**src/rtl/led_mux_sequencer.sv**
```systemverilog
// led_mux_sequencer
//
// Time-multiplexes the RED and IR LEDs of the pulse-oximeter front end. Each
// phase drives one LED, applies that channel's DC-compensation code and PGA
// gain, waits SETTLE_CYC cycles for the analog chain to settle, then averages
// 2^AVG_LOG2 ADC samples. The average leaves on a valid/ready output.
//
// Optional feature: define AMBIENT_SUB_EN to add a DARK phase (both LEDs off)
// before every IR phase. IR and RED results then have the dark average
// subtracted, saturating at 0.
//
// Parameters:
//   SETTLE_CYC  settling cycles per phase, 1..255
//   AVG_LOG2    log2 of samples averaged per phase, 0..4
// Ports:
//   clk, rst_n           clock, asynchronous active-low reset
//   enable               run the sequence; low returns to idle
//   dc_ir/dc_red         per-channel DC-compensation codes (sampled at phase start)
//   pga_ir/pga_red       per-channel PGA gains (sampled at phase start)
//   adc                  unsigned ADC sample, one per clk
//   led_ir/led_red       LED drives
//   dc_comp/pga_gain     settings applied to the analog front end
//   out_valid/out_ready  result handshake
//   out_ch/out_data      result channel (0 = IR, 1 = RED) and averaged value
//   overrun              sticky: an unaccepted result was overwritten
module led_mux_sequencer #(
    parameter int unsigned SETTLE_CYC = 4,
    parameter int unsigned AVG_LOG2   = 2
) (
    input  logic       clk,
    input  logic       rst_n,
    input  logic       enable,
    input  logic [6:0] dc_ir,
    input  logic [6:0] dc_red,
    input  logic [3:0] pga_ir,
    input  logic [3:0] pga_red,
    input  logic [7:0] adc,
    output logic       led_ir,
    output logic       led_red,
    output logic [6:0] dc_comp,
    output logic [3:0] pga_gain,
    output logic       out_valid,
    input  logic       out_ready,
    output logic       out_ch,
    output logic [7:0] out_data,
    output logic       overrun
);

    localparam int unsigned NSAMP       = 1 << AVG_LOG2;
    localparam int unsigned AW          = 8 + AVG_LOG2;
    localparam logic [7:0]  SETTLE_LAST = 8'(SETTLE_CYC - 1);
    localparam logic [7:0]  SAMPLE_LAST = 8'(NSAMP - 1);
    localparam logic [6:0]  DC_IDLE     = 7'd64;

    typedef enum logic [2:0] {
        StIdle      = 3'd0,
        StIrSettle  = 3'd1,
        StIrSample  = 3'd2,
        StRedSettle = 3'd3,
        StRedSample = 3'd4
`ifdef AMBIENT_SUB_EN
        ,
        StDarkSettle = 3'd5,
        StDarkSample = 3'd6
`endif
    } state_e;

`ifdef AMBIENT_SUB_EN
    localparam state_e FIRST_SETTLE = StDarkSettle;
    localparam state_e FIRST_SAMPLE = StDarkSample;
`else
    localparam state_e FIRST_SETTLE = StIrSettle;
    localparam state_e FIRST_SAMPLE = StIrSample;
`endif

    state_e          state_q, state_d;
    logic [7:0]      cnt_q, cnt_d;
    logic [AW-1:0]   acc_q, acc_d;
    logic            led_ir_q, led_ir_d, led_red_q, led_red_d;
    logic [6:0]      dc_q, dc_d;
    logic [3:0]      pga_q, pga_d;
    logic            valid_q, valid_d, ch_q, ch_d, ovr_q, ovr_d;
    logic [7:0]      data_q, data_d;
`ifdef AMBIENT_SUB_EN
    logic [7:0]      dark_q, dark_d;
    logic            load_dark;
`endif

    logic [AW-1:0]   sum;
    logic [7:0]      avg, res_val;
    logic            load_ir, load_red, res_load, res_ch;
    logic            settle_done, sample_done;

    always_comb begin
        state_d   = state_q;
        cnt_d     = cnt_q + 8'd1;
        acc_d     = acc_q;
        led_ir_d  = led_ir_q;
        led_red_d = led_red_q;
        dc_d      = dc_q;
        pga_d     = pga_q;
        load_ir   = 1'b0;
        load_red  = 1'b0;
        res_load  = 1'b0;
        res_ch    = 1'b0;
`ifdef AMBIENT_SUB_EN
        load_dark = 1'b0;
        dark_d    = dark_q;
`endif

        settle_done = (cnt_q == SETTLE_LAST);
        sample_done = (cnt_q == SAMPLE_LAST);
        sum         = acc_q + AW'(adc);
        avg         = 8'(sum >> AVG_LOG2);
`ifdef AMBIENT_SUB_EN
        res_val     = (avg > dark_q) ? (avg - dark_q) : 8'd0;
`else
        res_val     = avg;
`endif

        if (!enable) begin
            state_d   = StIdle;
            cnt_d     = '0;
            acc_d     = '0;
            led_ir_d  = 1'b0;
            led_red_d = 1'b0;
            dc_d      = DC_IDLE;
            pga_d     = 4'd0;
        end else begin
            unique case (state_q)
                StIdle: begin
                    // The enable edge counts as the first settle cycle, so the first
                    // result lands SETTLE_CYC+N-1 edges after enable is seen.
                    acc_d = '0;
                    if (SETTLE_CYC > 1) begin
                        state_d = FIRST_SETTLE;
                        cnt_d   = 8'd1;
                    end else begin
                        state_d = FIRST_SAMPLE;
                        cnt_d   = '0;
                    end
`ifdef AMBIENT_SUB_EN
                    load_dark = 1'b1;
`else
                    load_ir   = 1'b1;
`endif
                end
                StIrSettle: begin
                    if (settle_done) begin
                        state_d = StIrSample;
                        cnt_d   = '0;
                        acc_d   = '0;
                    end
                end
                StIrSample: begin
                    acc_d = sum;
                    if (sample_done) begin
                        state_d  = StRedSettle;
                        cnt_d    = '0;
                        load_red = 1'b1;
                        res_load = 1'b1;
                        res_ch   = 1'b0;
                    end
                end
                StRedSettle: begin
                    if (settle_done) begin
                        state_d = StRedSample;
                        cnt_d   = '0;
                        acc_d   = '0;
                    end
                end
                StRedSample: begin
                    acc_d = sum;
                    if (sample_done) begin
                        cnt_d    = '0;
                        res_load = 1'b1;
                        res_ch   = 1'b1;
`ifdef AMBIENT_SUB_EN
                        state_d   = StDarkSettle;
                        load_dark = 1'b1;
`else
                        state_d   = StIrSettle;
                        load_ir   = 1'b1;
`endif
                    end
                end
`ifdef AMBIENT_SUB_EN
                StDarkSettle: begin
                    if (settle_done) begin
                        state_d = StDarkSample;
                        cnt_d   = '0;
                        acc_d   = '0;
                    end
                end
                StDarkSample: begin
                    acc_d = sum;
                    if (sample_done) begin
                        state_d = StIrSettle;
                        cnt_d   = '0;
                        dark_d  = avg;
                        load_ir = 1'b1;
                    end
                end
`endif
                default: state_d = StIdle;
            endcase
        end

        // Phase-entry settings: LED swap and DAC/PGA load share one edge.
        if (load_ir) begin
            led_ir_d  = 1'b1;
            led_red_d = 1'b0;
            dc_d      = dc_ir;
            pga_d     = pga_ir;
        end
        if (load_red) begin
            led_ir_d  = 1'b0;
            led_red_d = 1'b1;
            dc_d      = dc_red;
            pga_d     = pga_red;
        end
`ifdef AMBIENT_SUB_EN
        if (load_dark) begin
            led_ir_d  = 1'b0;
            led_red_d = 1'b0;
            dc_d      = dc_ir;
            pga_d     = pga_ir;
        end
`endif

        // Output register: a new result wins over acceptance.
        valid_d = valid_q;
        ch_d    = ch_q;
        data_d  = data_q;
        ovr_d   = ovr_q;
        if (res_load) begin
            valid_d = 1'b1;
            ch_d    = res_ch;
            data_d  = res_val;
            if (valid_q && !out_ready) begin
                ovr_d = 1'b1;
            end
        end else if (valid_q && out_ready) begin
            valid_d = 1'b0;
        end
        if (!enable) begin
            ovr_d = 1'b0;
        end
    end

    always_ff @(posedge clk or negedge rst_n) begin
        if (!rst_n) begin
            state_q   <= StIdle;
            cnt_q     <= '0;
            acc_q     <= '0;
            led_ir_q  <= 1'b0;
            led_red_q <= 1'b0;
            dc_q      <= DC_IDLE;
            pga_q     <= 4'd0;
            valid_q   <= 1'b0;
            ch_q      <= 1'b0;
            data_q    <= 8'd0;
            ovr_q     <= 1'b0;
`ifdef AMBIENT_SUB_EN
            dark_q    <= 8'd0;
`endif
        end else begin
            state_q   <= state_d;
            cnt_q     <= cnt_d;
            acc_q     <= acc_d;
            led_ir_q  <= led_ir_d;
            led_red_q <= led_red_d;
            dc_q      <= dc_d;
            pga_q     <= pga_d;
            valid_q   <= valid_d;
            ch_q      <= ch_d;
            data_q    <= data_d;
            ovr_q     <= ovr_d;
`ifdef AMBIENT_SUB_EN
            dark_q    <= dark_d;
`endif
        end
    end

    assign led_ir    = led_ir_q;
    assign led_red   = led_red_q;
    assign dc_comp   = dc_q;
    assign pga_gain  = pga_q;
    assign out_valid = valid_q;
    assign out_ch    = ch_q;
    assign out_data  = data_q;
    assign overrun   = ovr_q;

endmodule
```
**config.mk**
```make
export PLATFORM = sky130hd
export DESIGN_NAME = led_mux_sequencer
export DESIGN_NICKNAME = d
export VERILOG_FILES = /design/src/rtl/led_mux_sequencer.sv
export SDC_FILE = /design/constraint.sdc
export NUM_CORES = 1
export LEC_CHECK = 0
export CAP_MARGIN = 30
export CORE_ASPECT_RATIO = 1.1
export CORE_UTILIZATION = 40
export CTS_BUF_LIST = sky130_fd_sc_hd__clkbuf_8
export DETAILED_ROUTE_END_ITERATION = 12
export PLACE_DENSITY = 0.68
export SYNTH_ARGS = -nofsm -noshare
export SYNTH_HDL_FRONTEND = slang
export SYNTH_SLANG_ARGS = --single-unit
export TNS_END_PERCENT = 10
```
**constraint.sdc**
```tcl
create_clock -name clk -period 5 [get_ports clk]
set_input_delay 1.25 -clock clk [delete_from_list [all_inputs] [get_ports clk]]
set_output_delay 1.25 -clock clk [all_outputs]
set_load 0.01 [all_outputs]
```
==> impl_metrics.env <==
export IMPL_vias=2065
export IMPL_yosys_top_cells_count="44 x dfrtp_1, 27 x nand2_1, 19 x o21ai_0"
export IMPL_whs_path_depth=2
export IMPL_peakVddDrop_mv=0.160
export IMPL_syn_nets=300
export IMPL_dr_pass1_iters=4
export IMPL_syn_area_per_cell_um2=9.78
export IMPL_finalCritPeriodShare=0.655
export IMPL_routed_wirelength_um=5570
export IMPL_cp_end_kind="register"
export IMPL_clock_skew_ns=0.0126
export IMPL_outcome="complete, no violations"
export IMPL_cp_buffers_inverters=2
export IMPL_grt_max_degree=33
export IMPL_chipHeight_um=85.0
export IMPL_synth_warnings=0
export IMPL_slew_violations=0
export IMPL_drc=0
export IMPL_fp_dieW_um=77.4
export IMPL_synth_top_cell_area_share=0.440
export IMPL_hold_slack_ns=0.481
export IMPL_leakage_uw=0.00144
export IMPL_fmax_ghz=0.306
export IMPL_setup_violations_final=0
export IMPL_cts_setup_buffers=0
export IMPL_hold_viol_final=0
export IMPL_area_growth_pct=29.5
export IMPL_place_area_um2=3150
export IMPL_num_rows=29
export IMPL_core_um2=5910
export IMPL_worstMarginPinSlew_ns=0.806
export IMPL_cts_hold_buf=0
export IMPL_cts_tree="yes"
export IMPL_yosysSeqAreaShare=0.451
export IMPL_synth_edf_count=0
export IMPL_port_buffers=57
export IMPL_netlist_area_um2=2500
export IMPL_drt_iter0_drc=122
export IMPL_period_needed_ns=3.27
export IMPL_synth_most_common_cell="dfrtp_1"
export IMPL_antenna_found_initial=0
export IMPL_yosysTopAreaCell="dfrtp_1"
export IMPL_worst_path_largest_cell_delay_ns=0.67
export IMPL_grt_use_total=0.180
export IMPL_fin_area_um2=3240
export IMPL_maxCapViolCount=0
export IMPL_wl_per_cell_um=14.3
export IMPL_root_buffer="clkbuf_8"
export IMPL_setup_tns_ns=0
export IMPL_start_util=0.423
export IMPL_crit_slowest_cell="clkdlybuf4s50_1"
export IMPL_synth_seq_cells=45
export IMPL_p_total_uw=720
export IMPL_cts_num_sinks=45
export IMPL_drive_gt1_frac=0.0737
export IMPL_netlist_top_cells_area="dfrtp_1 44%, ha_1 4.5%, nand2_1 4.1%"
export IMPL_path_depth=6
export IMPL_cp_cell_sequence="clkdlybuf4s50_1, buf_4, nor2b_1, nand4_1, or4_1, nand3_1"
export IMPL_synth_cell_type_count=49
export IMPL_ys_flop_type="dfrtp_1"
export IMPL_gp_congestion=0.879
export IMPL_ant_nets=0
export IMPL_worstSkewPairLatency_ns=0.31
export IMPL_grt_overflow_total=0
export IMPL_rsz0062_at_grt="no"
export IMPL_cp_max_fo=13
export IMPL_slew_headroom=0.459
export IMPL_async_flop_share=1.00
export IMPL_grt_pass1_vias=1949
export IMPL_crit_arrival_ns=3.51
export IMPL_cp_top_family="simple AND/OR/NAND/NOR gates"
export IMPL_cts_resized=0
export IMPL_cp_start_kind="input port"
export IMPL_r2r_worst_path_cells=5
export IMPL_cts_made_buffers=5
export IMPL_clockBufferDepth=2
export IMPL_instances_no_fill=389
export IMPL_vias_per_cell=5.31
export IMPL_clkTransAtPathRegs_ns=0.09
export IMPL_io_pins=58
export IMPL_place_hpwl_um=4100
export IMPL_die_area_um2=6580
export IMPL_p_per_area_nw_per_um2=222
export IMPL_cts_htree_levels=2
export IMPL_syn_instance_count=256
export IMPL_path_class="in -> reg"
export IMPL_antenna_cells=0
export IMPL_nNetsFinal=355
export IMPL_required_ns=5.24
export IMPL_dp_cells=381
export IMPL_holdCritPathClass="reg -> reg"
export IMPL_grt_pass1_wl_um=9240
## metrics by stage
step	util	worst slack (ns)
floorplan	-	2.23
global placement	0.530	1.45
detailed placement	0.533	1.42
CTS	0.548	1.73
global route	0.548	1.47
finish	0.548	1.73
## final timing paths
| kind | to | slack [ns] | start |
|---|---|---|---|
| worst max register to register | dc_comp[6]$_DFFE_PN1P_ | 2.45 | cnt_q[0]$_DFF_PN0_ |
| worst min-delay path | dc_comp[6]$_DFFE_PN1P_ | 0.48 | dc_comp[6]$_DFFE_PN1P_ |
| worst min register to register | dc_comp[6]$_DFFE_PN1P_ | 0.48 | dc_comp[6]$_DFFE_PN1P_ |
| worst max-delay path | out_data[7]$_DFFE_PN0P_ | 1.73 | enable |
| min in group asynchronous | out_valid$_DFFE_PN0P_ | 0.84 | rst_n |
| max in group asynchronous | dc_comp[6]$_DFFE_PN1P_ | 3.62 | rst_n |
## cells in the final DEF, fill, tap and decap left out, types with 5 or more instances in the layout
| cell type | netlist | layout |
|---|---|---|
| o211ai_1 | 6 | 6 |
| clkdlybuf4s50_1 | 0 | 56 |
| xnor2_1 | 7 | 7 |
| nor3_1 | 7 | 7 |
| clkbuf_8 | 0 | 5 |
| nor2_1 | 13 | 13 |
| dfrtp_1 | 44 | 44 |
| xor2_1 | 6 | 6 |
| and2_1 | 10 | 10 |
| o21ai_0 | 19 | 19 |
| inv_1 | 6 | 7 |
| a22o_1 | 6 | 6 |
| nand3_1 | 8 | 8 |
| nand2_1 | 27 | 27 |
| a21oi_1 | 11 | 11 |
| mux2i_1 | 9 | 9 |
| ha_1 | 9 | 9 |
## where the power goes
group | switching [µW] | internal (µW) | total (µW) | leakage [µW]
Sequential | 9.28 | 376 | 386 | 0.000598
Clock | 127 | 96.5 | 224 | 0.0000416
Combinational | 48.6 | 61.4 | 110 | 0.000805
## logic make-up (layout without fill, tap and decap cells)
kind of cell	Yosys count	after routing	share of synthesized area
xor+xnor	13	13	0.0455
compound gates	70	70	0.185
flops	45	45	0.451
mux	12	12	0.0495
fa+ha+maj	10	10	0.0530
simple gates	88	88	0.188
buf+inv	18	74	0.0275
## registers in the layout (all words and copies together), names as in the netlist
name / flops
state_q: 3
out_valid: 1
out_ch: 1
pga_gain: 4
overrun: 1
acc_q: 10
led_ir: 1
dc_comp: 7
cnt_q: 8
led_red: 1
out_data: 8
## worst min-delay path, delay by kind of cell, from the launching register on
kind,cells,cell delay (ns)
flip-flops,1,0.38
AO/OA/AOI/OAI,1,0.06
AND/OR/NAND/NOR,1,0.05
## layer usage
metal / track usage / up-vias / wire length [µm]
li1: - / 1037 / -
met3: 0.0462 / 8 / 250
met1: 0.233 / 976 / 2560
met2: 0.290 / 44 / 2650
met5: 0 / - / 0
met4: 0.0669 / 0 / 97
## area by class of cell
class | count | area (µm²)
clock buffer | 5 | 68.8
fill | 528 | 2670
timing repair buffer | 60 | 601
tap | 77 | 96.3
clock inverter | 3 | 18.8
multi-input combinational | 193 | 1310
sequential | 45 | 1130
inverter | 6 | 22.5
Power figures use the tool's default switching activity.
